$ cat config.mk
export PLATFORM = sky130hd
export DESIGN_NAME = distortion_scan_ctrl
export DESIGN_NICKNAME = d
export VERILOG_FILES = /design/src/rtl/distortion_scan_ctrl.sv
export SDC_FILE = /design/constraint.sdc
export NUM_CORES = 1
export LEC_CHECK = 0
export CAP_MARGIN = 20
export CORE_MARGIN = 2
export CORE_UTILIZATION = 52
export DETAILED_ROUTE_END_ITERATION = 10
export HOLD_SLACK_MARGIN = 0.08
export PLACE_DENSITY = 0.8
export SLEW_MARGIN = 20
export SYNTH_ARGS = -nofsm -noshare
export SYNTH_HDL_FRONTEND = slang
export SYNTH_SLANG_ARGS = --single-unit
export TNS_END_PERCENT = 100
$ cat constraint.sdc
create_clock -name i_clk -period 3.7 [get_ports i_clk]
set_input_delay 0.74 -clock i_clk [delete_from_list [all_inputs] [get_ports i_clk]]
set_output_delay 0.74 -clock i_clk [all_outputs]
set_load 0.02 [all_outputs]
$ cat src/rtl/distortion_scan_ctrl.sv
// Distortion-mode scan sequencer: steps the amplifier switch code, settles, discards stale
// FFT frames and captures THD numer/denom per mode. Optional build macro: DISTSCAN_AVG_EN.
module distortion_scan_ctrl #(
  parameter int          NUM_MODES      = 5,
  parameter int          DISCARD_FRAMES = 2,
  parameter logic [23:0] TIMEOUT_CYCLES = 24'd3_200_000
) (
  input  logic                 i_clk,
  input  logic                 i_rst,
  input  logic                 i_start,
  input  logic                 i_abort,
  input  logic [NUM_MODES-1:0] i_mode_mask,
  input  logic [15:0]          i_settle_cycles,
  input  logic                 i_result_valid,
  input  logic [11:0]          i_numer,
  input  logic [11:0]          i_denom,
  output logic [3:0]           o_switch,
  output logic                 o_busy,
  output logic                 o_done,
  output logic [NUM_MODES-1:0] o_valid_mask,
  output logic [NUM_MODES-1:0] o_err_mask,
  input  logic [2:0]           i_rd_idx,
  output logic [11:0]          o_rd_numer,
  output logic [11:0]          o_rd_denom,
  output logic [2:0]           o_dbg_state
);

  localparam int IW = $clog2(NUM_MODES + 1);
  localparam int DW = (DISCARD_FRAMES > 0) ? $clog2(DISCARD_FRAMES + 1) : 1;

  typedef enum logic [2:0] {
    S_IDLE, S_SELECT, S_SETTLE, S_DISCARD, S_CAPTURE, S_FINISH
  } state_t;

  localparam state_t S_WAIT0 = (DISCARD_FRAMES == 0) ? S_CAPTURE : S_DISCARD;

  // i_start, i_abort and i_result_valid are single-cycle pulses with no back-pressure:
  // a pulse is consumed on the edge that samples it or it is lost.
  state_t                r_state;
  logic [IW-1:0]         r_idx;
  logic [NUM_MODES-1:0]  r_mask;
  logic [15:0]           r_settle;
  logic [15:0]           r_cnt;
  logic [23:0]           r_tmo;
  logic [DW-1:0]         r_disc;
  logic [3:0]            r_switch;
  logic                  r_busy;
  logic                  r_done;
  logic [NUM_MODES-1:0]  r_valid;
  logic [NUM_MODES-1:0]  r_err;
  logic [11:0]           r_bank_n [NUM_MODES];
  logic [11:0]           r_bank_d [NUM_MODES];
  logic [11:0]           r_rd_numer;
  logic [11:0]           r_rd_denom;
  logic [11:0]           w_rd_n;
  logic [11:0]           w_rd_d;
  logic                  w_tmo_hit;

`ifdef DISTSCAN_AVG_EN
  logic        r_half;
  logic [11:0] r_a_n;
  logic [11:0] r_a_d;
  logic [12:0] w_sum_n;
  logic [12:0] w_sum_d;
  assign w_sum_n = {1'b0, r_a_n} + {1'b0, i_numer};
  assign w_sum_d = {1'b0, r_a_d} + {1'b0, i_denom};
`endif

  assign w_tmo_hit = (r_tmo == TIMEOUT_CYCLES - 24'd1);

  always_comb begin
    w_rd_n = '0;
    w_rd_d = '0;
    for (int i = 0; i < NUM_MODES; i++) begin
      if (i_rd_idx == 3'(i)) begin
        w_rd_n = r_bank_n[i];
        w_rd_d = r_bank_d[i];
      end
    end
  end

  always_ff @(posedge i_clk) begin
    if (i_rst) begin
      r_state    <= S_IDLE;
      r_idx      <= '0;
      r_mask     <= '0;
      r_settle   <= '0;
      r_cnt      <= '0;
      r_tmo      <= '0;
      r_disc     <= '0;
      r_switch   <= '0;
      r_busy     <= 1'b0;
      r_done     <= 1'b0;
      r_valid    <= '0;
      r_err      <= '0;
      r_rd_numer <= '0;
      r_rd_denom <= '0;
      for (int i = 0; i < NUM_MODES; i++) begin
        r_bank_n[i] <= '0;
        r_bank_d[i] <= '0;
      end
`ifdef DISTSCAN_AVG_EN
      r_half <= 1'b0;
      r_a_n  <= '0;
      r_a_d  <= '0;
`endif
    end else begin
      r_done     <= 1'b0;
      r_rd_numer <= w_rd_n;
      r_rd_denom <= w_rd_d;
      if (i_abort && r_state != S_IDLE) begin
        // Abort keeps completed bank entries and mask bits as they stand.
        r_state  <= S_IDLE;
        r_switch <= '0;
        r_busy   <= 1'b0;
      end else begin
        case (r_state)
          S_IDLE: begin
            if (i_start && !i_abort) begin
              r_mask   <= i_mode_mask;
              r_settle <= i_settle_cycles;
              r_valid  <= '0;
              r_err    <= '0;
              r_idx    <= '0;
              r_busy   <= 1'b1;
              r_state  <= S_SELECT;
            end
          end
          S_SELECT: begin
            if (r_idx == IW'(NUM_MODES)) begin
              r_switch <= '0;
              r_state  <= S_FINISH;
            end else if (!r_mask[r_idx]) begin
              r_idx <= r_idx + IW'(1);
            end else begin
              r_switch <= 4'(r_idx) + 4'd1;
              r_cnt    <= r_settle;
              r_tmo    <= '0;
              r_disc   <= '0;
`ifdef DISTSCAN_AVG_EN
              r_half   <= 1'b0;
`endif
              r_state  <= (r_settle == 16'd0) ? S_WAIT0 : S_SETTLE;
            end
          end
          S_SETTLE: begin
            if (r_cnt == 16'd1) r_state <= S_WAIT0;
            else                r_cnt   <= r_cnt - 16'd1;
          end
          S_DISCARD, S_CAPTURE: begin
            if (i_result_valid) begin
              r_tmo <= '0;
              if (r_state == S_DISCARD) begin
                if (int'(r_disc) == DISCARD_FRAMES - 1) r_state <= S_CAPTURE;
                else                                    r_disc  <= r_disc + DW'(1);
              end else begin
`ifdef DISTSCAN_AVG_EN
                if (!r_half) begin
                  r_half <= 1'b1;
                  r_a_n  <= i_numer;
                  r_a_d  <= i_denom;
                end else begin
                  r_bank_n[r_idx] <= w_sum_n[12:1];
                  r_bank_d[r_idx] <= w_sum_d[12:1];
                  r_valid[r_idx]  <= 1'b1;
                  r_idx           <= r_idx + IW'(1);
                  r_state         <= S_SELECT;
                end
`else
                r_bank_n[r_idx] <= i_numer;
                r_bank_d[r_idx] <= i_denom;
                r_valid[r_idx]  <= 1'b1;
                r_idx           <= r_idx + IW'(1);
                r_state         <= S_SELECT;
`endif
              end
            end else if (w_tmo_hit) begin
              r_err[r_idx] <= 1'b1;
              r_idx        <= r_idx + IW'(1);
              r_state      <= S_SELECT;
            end else begin
              r_tmo <= r_tmo + 24'd1;
            end
          end
          S_FINISH: begin
            r_switch <= '0;
            r_done   <= 1'b1;
            r_busy   <= 1'b0;
            r_state  <= S_IDLE;
          end
          default: r_state <= S_IDLE;
        endcase
      end
    end
  end

  assign o_switch     = r_switch;
  assign o_busy       = r_busy;
  assign o_done       = r_done;
  assign o_valid_mask = r_valid;
  assign o_err_mask   = r_err;
  assign o_rd_numer   = r_rd_numer;
  assign o_rd_denom   = r_rd_denom;
  assign o_dbg_state  = r_state;

endmodule

# Word-level counts from Yosys, hierarchy flattened
# Memory sizes are Yosys's and may differ from the RTL's.
# Cells that the tools add are included.
# totals
memories	2
output_inout_bits	43
register_bits	109
wordCells	157
mem_bits_rw	120
in_bits	53
# mem_list
name	depth	word_bits	rd	rd_clocked_by_memory_dff	write_ports	line	source
r_bank_d	5	12	5	0	5	52	logic [11:0] r_bank_d [NUM_MODES];
r_bank_n	5	12	5	0	5	51	logic [11:0] r_bank_n [NUM_MODES];
# op_classes
magnitude_cmp	2
muxes	73
reduce_logical	28
eq_ne	30
n_bitwise	3
addsub	5
# ops
operator	count
12-bit two-way mux	12
24-bit two-way mux	4
16-bit two-way mux	3
3-bit two-way mux	16
24-bit one-hot mux with 2 select lines	1
16-bit one-hot mux with 2 select lines	1
5-bit two-way mux	5
5-bit AND reduction	5
24-bit by 1-bit adder with 24-bit output, second input constant	1
24-bit by 22-bit equality test with 1-bit output, second input constant	1
2-bit inequality test, second input constant	12
12-bit OR reduction	2
5-bit one-hot mux with 2 select lines	2
16-bit by 1-bit equality test with 1-bit output, second input constant	1
16-bit zero test	1
16-bit by 1-bit subtractor with 16-bit output, second input constant	1
1-bit two-way mux	15
7-bit AND reduction	2
3-bit by 2-bit equality test with 1-bit output, second input constant	4
3-bit equality test, second input constant	4
3-bit inequality test, second input constant	4
3-bit one-hot mux with 4 select lines	1
2-bit two-way mux	5
5-bit bitwise OR	2
24 further kinds	36

# Longest topological paths before layout
# Gate-level depths: netlist (run 1).
# logic_depth
word_depth	9
depth_mapped	9
depth_no_buf	7

# Worst setup path after synthesis (run 1)
# OpenSTA, ideal clock, no wires.
# synth_path
path_type	input -> register
start	input port i_abort
end	memory r_bank_d[1][0] (enable)
stages	4
arrival_time_ns	3.100
slack_ns	0.162
setup_ns	0.438
required_ns	3.262
n_path_buf	1
path_cell_list	clkbuf_1 nor2_1 nand4_1 o21ai_0
# synth_rtl
element	line	source
start, declared	11	input logic i_abort,
end, declared	52	

# Worst setup path after layout (run 1)
# layout_path
start	register r_idx[0]
end	register r_cnt[5]
# layout_via
elab_chain_cells	4
elab_cells_between_ends	6
cone_classes	3 x eq/ne; 2 x mux; 1 x reduce/logical
# layout_lines
element	line	source
start, declared	40	logic [IW-1:0] r_idx;
start signal, assigned	134	r_idx <= r_idx + IW'(1);
start signal, assigned	173	r_idx <= r_idx + IW'(1);
start signal, assigned	179	r_idx <= r_idx + IW'(1);
1-bit binary-select mux with 3-bit select	133	end else if (!r_mask[r_idx]) begin
1-bit two-way mux (implied by the code)	133	
2-bit inequality test (no source line)	n/a	
5-bit AND reduction (no source line) (*)	n/a	
end signal, assigned	137	r_cnt <= r_settle;
end signal, assigned	148	else r_cnt <= r_cnt - 16'd1;
end, declared	43	logic [15:0] r_cnt;
# Every way passes the cells marked *; elsewhere a longest branch is shown, timed or not. The select of a mux whose other input is x is not followed.
# A chain may end at the register's enable or synchronous reset.

==> flow_summary.toml, run 1 <==
[setup_path]
critPathSlowestCell = "o21ai_1"
ff2ff_setup_slack_ns = 0.96
cp_top_family = "compound AO/OA/AOI/OAI gates"
max_stage_delay_ns = 0.75
critPathBufInv = 1
cp_cell_sequence = "ha_1, and2_1, and2b_1, a21boi_1, buf_4, o21ai_1, o32ai_1"
crit_path_start_kind = "register"
cp.required_ns = 4.05
critPathMaxFanout = 15
reg2regPathDepth = 7
worstSetupStartpoint = "r_idx[0]"
cp-end-kind = "register"
r2r_end = "r_cnt[5]"
critical_path_class = "reg2reg"
arrival_ns = 3.09
crit-reg2reg-launch = "r_idx[0]"

[detailed_routing]
wl_per_cell_microns = 18.6
num_vias = 7915
post-route-drc-count = 0
vias_per_cell = 5.95
drt_pass1_iterations = 5
wl_microns = 24700
drtIter0Drc = 596
ant_nets = 0

[logic_synthesis]
synth_compound_area_share_pct = 13.8
syn_inst = 957
syn_area_sq_um = 10400
ys.flop_type = "edfxtp_1"
yosysSeqAreaShare_pct = 55.5
yosysWarnings = 0
synth_top_family_by_area = "simple AND/OR/NAND/NOR gates"
synthSimpleGateAreaFrac_pct = 21.0
yosys-top-cells-area = "edfxtp_1 35%, dfxtp_1 21%, and2_1 7.8%"
synth_fp_nets = 1016
yosysUniqueCellTypes = 69
synthAdderAreaFrac_pct = 0.720
syn_area_per_cell_sq_um = 10.9
synth_edf_count = 120
synth_top_area_cell = "edfxtp_1"
ys_ff_latch = 229
synth_top_area_share_pct = 34.5
synth_mux_area_share_pct = 5.97
async_reset_ff_share_pct = 0
synthXorXnorAreaFrac_pct = 0.0840

[global_routing]
grt_pass1_vias = 7769
grt.total_usage_pct = 23.1
grt_max_degree = 55
grt_pass1_wl_microns = 40000
overflow = 0
antenna_found_initial = 0

[final_layout]
areaGrowthSynthToFinish_pct = 19.9
final_util_pct = 63.8
layout-drive-gt1-share_pct = 10.6
fillers = 1548
antenna_cells = 0
nNetsFinal = 1106
final_cell_mix = "130 x and2_1, 120 x edfxtp_1, 109 x dfxtp_1"
design_area_sq_um = 12500
final_common_cell = "and2_1"

[sta]
final.setup_skew_ns = 0.00813
tightest_slew_ns = 0.951
layout_min_cycle_time_ns = 2.74
timing.slew.headroom_pct = 36.2
max_freq_ghz = 0.364
drv_slew = 0
whs_ns = 0.444
hold_viol_final = 0
fin_tns_setup_ns = 0
period_share_pct = 74.2
setup_violations = 0
grt_setup_unrepaired = "no"

[clocking]
cts_made_buffers = 24
clock_sinks = 229
post_cts_buffers = 0
cts-root-buf = "clkbuf_16"
clk_pin_slew_ns = 0.06
insertion_delay_ns = 0.51
cts-hold-fix-buffers = 0
htree_levels = 1
cts_tree = "done"
cts_resized = 0
cts_buffer_depth = 3

[power_and_ir_drop]
ir_drop_mv = 0.295
p_leak_nw = 4.39
power.density_nw_per_um2 = 475

[floorplanning]
io_pins = 96
num_rows = 51
dieArea_sq_um = 21200
die_h_microns = 146
die_w_microns = 146
initial_core_util_pct = 53.2
coreArea_sq_um = 19600

[hold_path]
worstHoldEndpoint = "o_err_mask[0]"
min_from = "o_err_mask[0]"
min_path_cells = 2
hp-class = "reg2reg"

[place]
place_congestion = 0.921
io_buffers = 95
postPlaceCellArea_sq_um = 11700
dp_hpwl_microns = 16000

[flow_run]
drv_cap = 0

[outcome]
status = "complete, no violations"
-- state kept, by name, summed over array words and instances, names as in the netlist, 3 cells and up --
| signal | flops |
|---|---|
| o_dbg_state | 3 |
| o_err_mask | 5 |
| o_rd_denom | 12 |
| o_rd_numer | 12 |
| o_switch | 4 |
| o_valid_mask | 5 |
| r_bank_d | 60 |
| r_bank_n | 60 |
| r_cnt | 16 |
| r_idx | 3 |
| r_mask | 5 |
| r_settle | 16 |
| r_tmo | 24 |
-- cell type report --
| cell class | count | area (sq um) | area share [%] |
|---|---|---|---|
| Multi-Input combinational cell | 652 | 4370 | 34.9 |
| Inverter | 15 | 56.3 | 0.450 |
| Clock buffer | 31 | 658 | 5.26 |
| Timing Repair Buffer | 125 | 1170 | 9.33 |
| Clock inverter | 13 | 135 | 1.08 |
| Tap cell | 265 | 332 | 2.65 |
| Sequential cell | 229 | 5790 | 46.3 |
-- cell families (layout without fill, tap and decap cells) --
family	count (synthesis)	in the layout
compound gates	216	216
mux	32	32
buf+inv	76	184
fa+ha+maj	6	6
xor+xnor	1	1
flops	229	229
simple gates	397	397
-- synth_stat cells (5+ instances only) --
library cell	n
or3_1	9
inv_1	12
mux4_2	24
dfxtp_1	109
nor2_1	59
mux2i_1	6
nor2b_1	7
o31ai_1	17
a32o_1	5
a22oi_1	29
and3_1	5
edfxtp_1	120
clkbuf_1	46
ha_1	6
nor4_1	14
nor3b_1	5
o21ai_0	21
nand3_1	18
and2_1	130
a31oi_1	6
nand4_1	8
buf_2	11
a21oi_1	80
o211ai_1	11
o32ai_1	10
nand2_1	86
nor3_1	15
or4_1	18
-- how the worst max path moves through the flow --
stage | to | slack (ns) | depth (start not counted)
finish | r_cnt[5] | 0.96 | 7
global route | r_cnt[8] | 0.78 | 7
CTS | o_dbg_state[0] | 0.99 | 1
detailed placement | r_bank_d[2][9] | 0.85 | 5
global placement | r_bank_d[2][9] | 0.89 | 5
floorplan | r_bank_d[1][0] | 0.16 | 4
-- per-stage QoR --
step                power (mW)  std cells  setup slack, ns
detailed placement        3.58       1286            0.850
global route              6.14       1330            0.780
CTS                       5.98       1330            0.988
finish                    5.94       1330            0.955
global placement          3.57       1286            0.890
floorplan                 3.31        957            0.162
-- routing by layer --
| layer | global-route usage, % | share of wire [%] | vias to the layer above |
|---|---|---|---|
| li1 | - | - | 3750 |
| met1 | 30.3 | 42 | 3849 |
| met2 | 40.5 | 50 | 275 |
| met3 | 2.63 | 5.3 | 41 |
| met4 | 7.01 | 2.6 | 0 |
| met5 | 0 | 0 | - |
-- where the power goes --
group	switching (mW)	internal (mW)
combinational	0.410	0.292
sequential	0.0769	2.76
clock	0.942	1.46
total	1.43	4.51
-- worst min-delay path, stage by stage, from the launching register on --
cell	delay (ns)
dfxtp_1	0.30
inv_1	0.05
a21oi_1	0.05
No activity file was read; power rests on OpenSTA's default activity.
==> run 2, diff against run 1 <==
--- a/config.mk
+++ b/config.mk
@@ -10,7 +10,7 @@
 export CORE_UTILIZATION = 52
 export DETAILED_ROUTE_END_ITERATION = 10
 export HOLD_SLACK_MARGIN = 0.08
-export PLACE_DENSITY = 0.8
+export PLACE_DENSITY = 0.77
 export SLEW_MARGIN = 20
 export SYNTH_ARGS = -nofsm -noshare
 export SYNTH_HDL_FRONTEND = slang
==> constraint.sdc (replaced) <==
create_clock -name i_clk -period 2.8 [get_ports i_clk]
set_input_delay 0.56 -clock i_clk [delete_from_list [all_inputs] [get_ports i_clk]]
set_output_delay 0.56 -clock i_clk [all_outputs]
set_load 0.02 [all_outputs]
==> flow_summary.toml, run 2 (synthesis results as in run 1) <==
[outcome]
status = "complete, no violations"

[setup_path]
cp_cell_sequence = "ha_1, nand2_1, or4_1, nor4_4, buf_4, buf_4, o2111ai_1, a21oi_1"
arrival_ns = 2.92
cp_top_family = "simple AND/OR/NAND/NOR gates"
critPathMaxFanout = 23
critPathSlowestCell = "or4_1"
critical_path_class = "reg2reg"
cp.required_ns = 3.24
critPathBufInv = 2
max_stage_delay_ns = 0.66
crit_path_start_kind = "register"
crit_top_cell = "buf_4"
cp-end-kind = "register"

[final_layout]
final_common_cell = "and2_1"
reg_top3 = "r_bank_d: 60 flops, r_bank_n: 60 flops, r_tmo: 24 flops"
antenna_cells = 0
fillers = 1564
multi_input_area_sq_um = 4370
nNetsFinal = 1121
design_area_sq_um = 12700
areaGrowthSynthToFinish_pct = 21.4
final_util_pct = 64.6
ff_latch_area_sq_um = 5790
layout-drive-gt1-share_pct = 12.1
final_cell_mix = "130 x and2_1, 120 x edfxtp_1, 109 x dfxtp_1"

[global_routing]
grt_pass1_vias = 7750
antenna_found_initial = 0
grt_max_degree = 44
grt_pass1_wl_microns = 40600
grt.total_usage_pct = 23.5
overflow = 0

[place]
io_buffers = 95
place_congestion = 0.954
dp_hpwl_microns = 16300
postPlaceCellArea_sq_um = 11900

[clocking]
cts_resized = 0
cts_buffer_depth = 3
htree_levels = 1
insertion_delay_ns = 0.52
clock_sinks = 229
cts_made_buffers = 23
post_cts_buffers = 0
clk_pin_slew_ns = 0.06
cts-root-buf = "clkbuf_16"
cts-hold-fix-buffers = 0
cts_tree = "done"

[sta]
grt_setup_unrepaired = "no"
period_share_pct = 88.8
layout_min_cycle_time_ns = 2.49
max_freq_ghz = 0.402
final.setup_skew_ns = 0.0100
timing.slew.headroom_pct = 41.6
setup_violations = 0
hold_viol_final = 0
tightest_slew_ns = 0.871
drv_slew = 0

[detailed_routing]
num_vias = 7949
wl_microns = 24700
wl_per_cell_microns = 18.3
ant_nets = 0
drtIter0Drc = 527
vias_per_cell = 5.91
drt_pass1_iterations = 5
post-route-drc-count = 0

[floorplanning]
die_h_microns = 146
initial_core_util_pct = 53.2
num_rows = 51
dieArea_sq_um = 21200
io_pins = 96
coreArea_sq_um = 19600
die_w_microns = 146

[hold_path]
hp-class = "reg2reg"

[power_and_ir_drop]
ir_drop_mv = 0.414
p_leak_nw = 4.48
power.density_nw_per_um2 = 619

[flow_run]
drv_cap = 0
==> run 2: path summary, 6_finish.rpt <==
path | from | end | slack (ns) | cells after the start
worst min-delay path | o_err_mask[0] | o_err_mask[0] | 0.45 | 2
worst max-delay path | r_tmo[0] | o_err_mask[3] | 0.31 | 8
worst max register to register | r_tmo[0] | o_err_mask[3] | 0.31 | 8
worst min register to register | o_err_mask[0] | o_err_mask[0] | 0.45 | 2
==> run 2: final cells by class <==
| type | instances | share of cell area [%] |
|---|---|---|
| repair buffers | 141 | 10.7 |
| flip-flops and latches | 229 | 45.7 |
| multi-input cells | 652 | 34.5 |
| clock inverters | 11 | 1.05 |
| clock buffers | 31 | 5.02 |
| well taps | 265 | 2.62 |
| inverters | 15 | 0.445 |
==> run 2: power breakdown <==
group,total (mW),internal (mW),leakage [nW],switching (mW)
clock,3.13,1.87,0.383,1.26
combinational,0.990,0.419,1.97,0.572
sequential,3.73,3.65,2.12,0.0774
==> run 2: routing by layer <==
layer / vias up / GRT usage [%] / part of all wire (%) / routed length (microns)
met3: 36 / 3.26 / 6.5 / 1600
met5: - / 0 / 0 / 0
met2: 280 / 38.9 / 48 / 12000
li1: 3777 / - / - / -
met4: 0 / 7.35 / 2.0 / 495
met1: 3856 / 32.2 / 43 / 10600
==> run 2: tightest hold or removal path: cells and delay by family (launching register included) <==
| family | cells | cell delay [ns] |
|---|---|---|
| compound gates | 1 | 0.05 |
| flops | 1 | 0.31 |
| buf+inv | 1 | 0.05 |
==> run 2: metrics by stage <==
stage               setup WS (ns)  hold WS (ns)  total power [mW]  TNS, ns  cells
floorplan                  -0.558         0.433              4.37   -40.17    957
global placement            0.142         0.438              4.76        0   1302
detailed placement          0.249         0.438              4.77        0   1302
CTS                         0.316         0.444              7.89        0   1344
global route                0.179         0.459              8.12        0   1344
finish                      0.315         0.447              7.84        0   1344
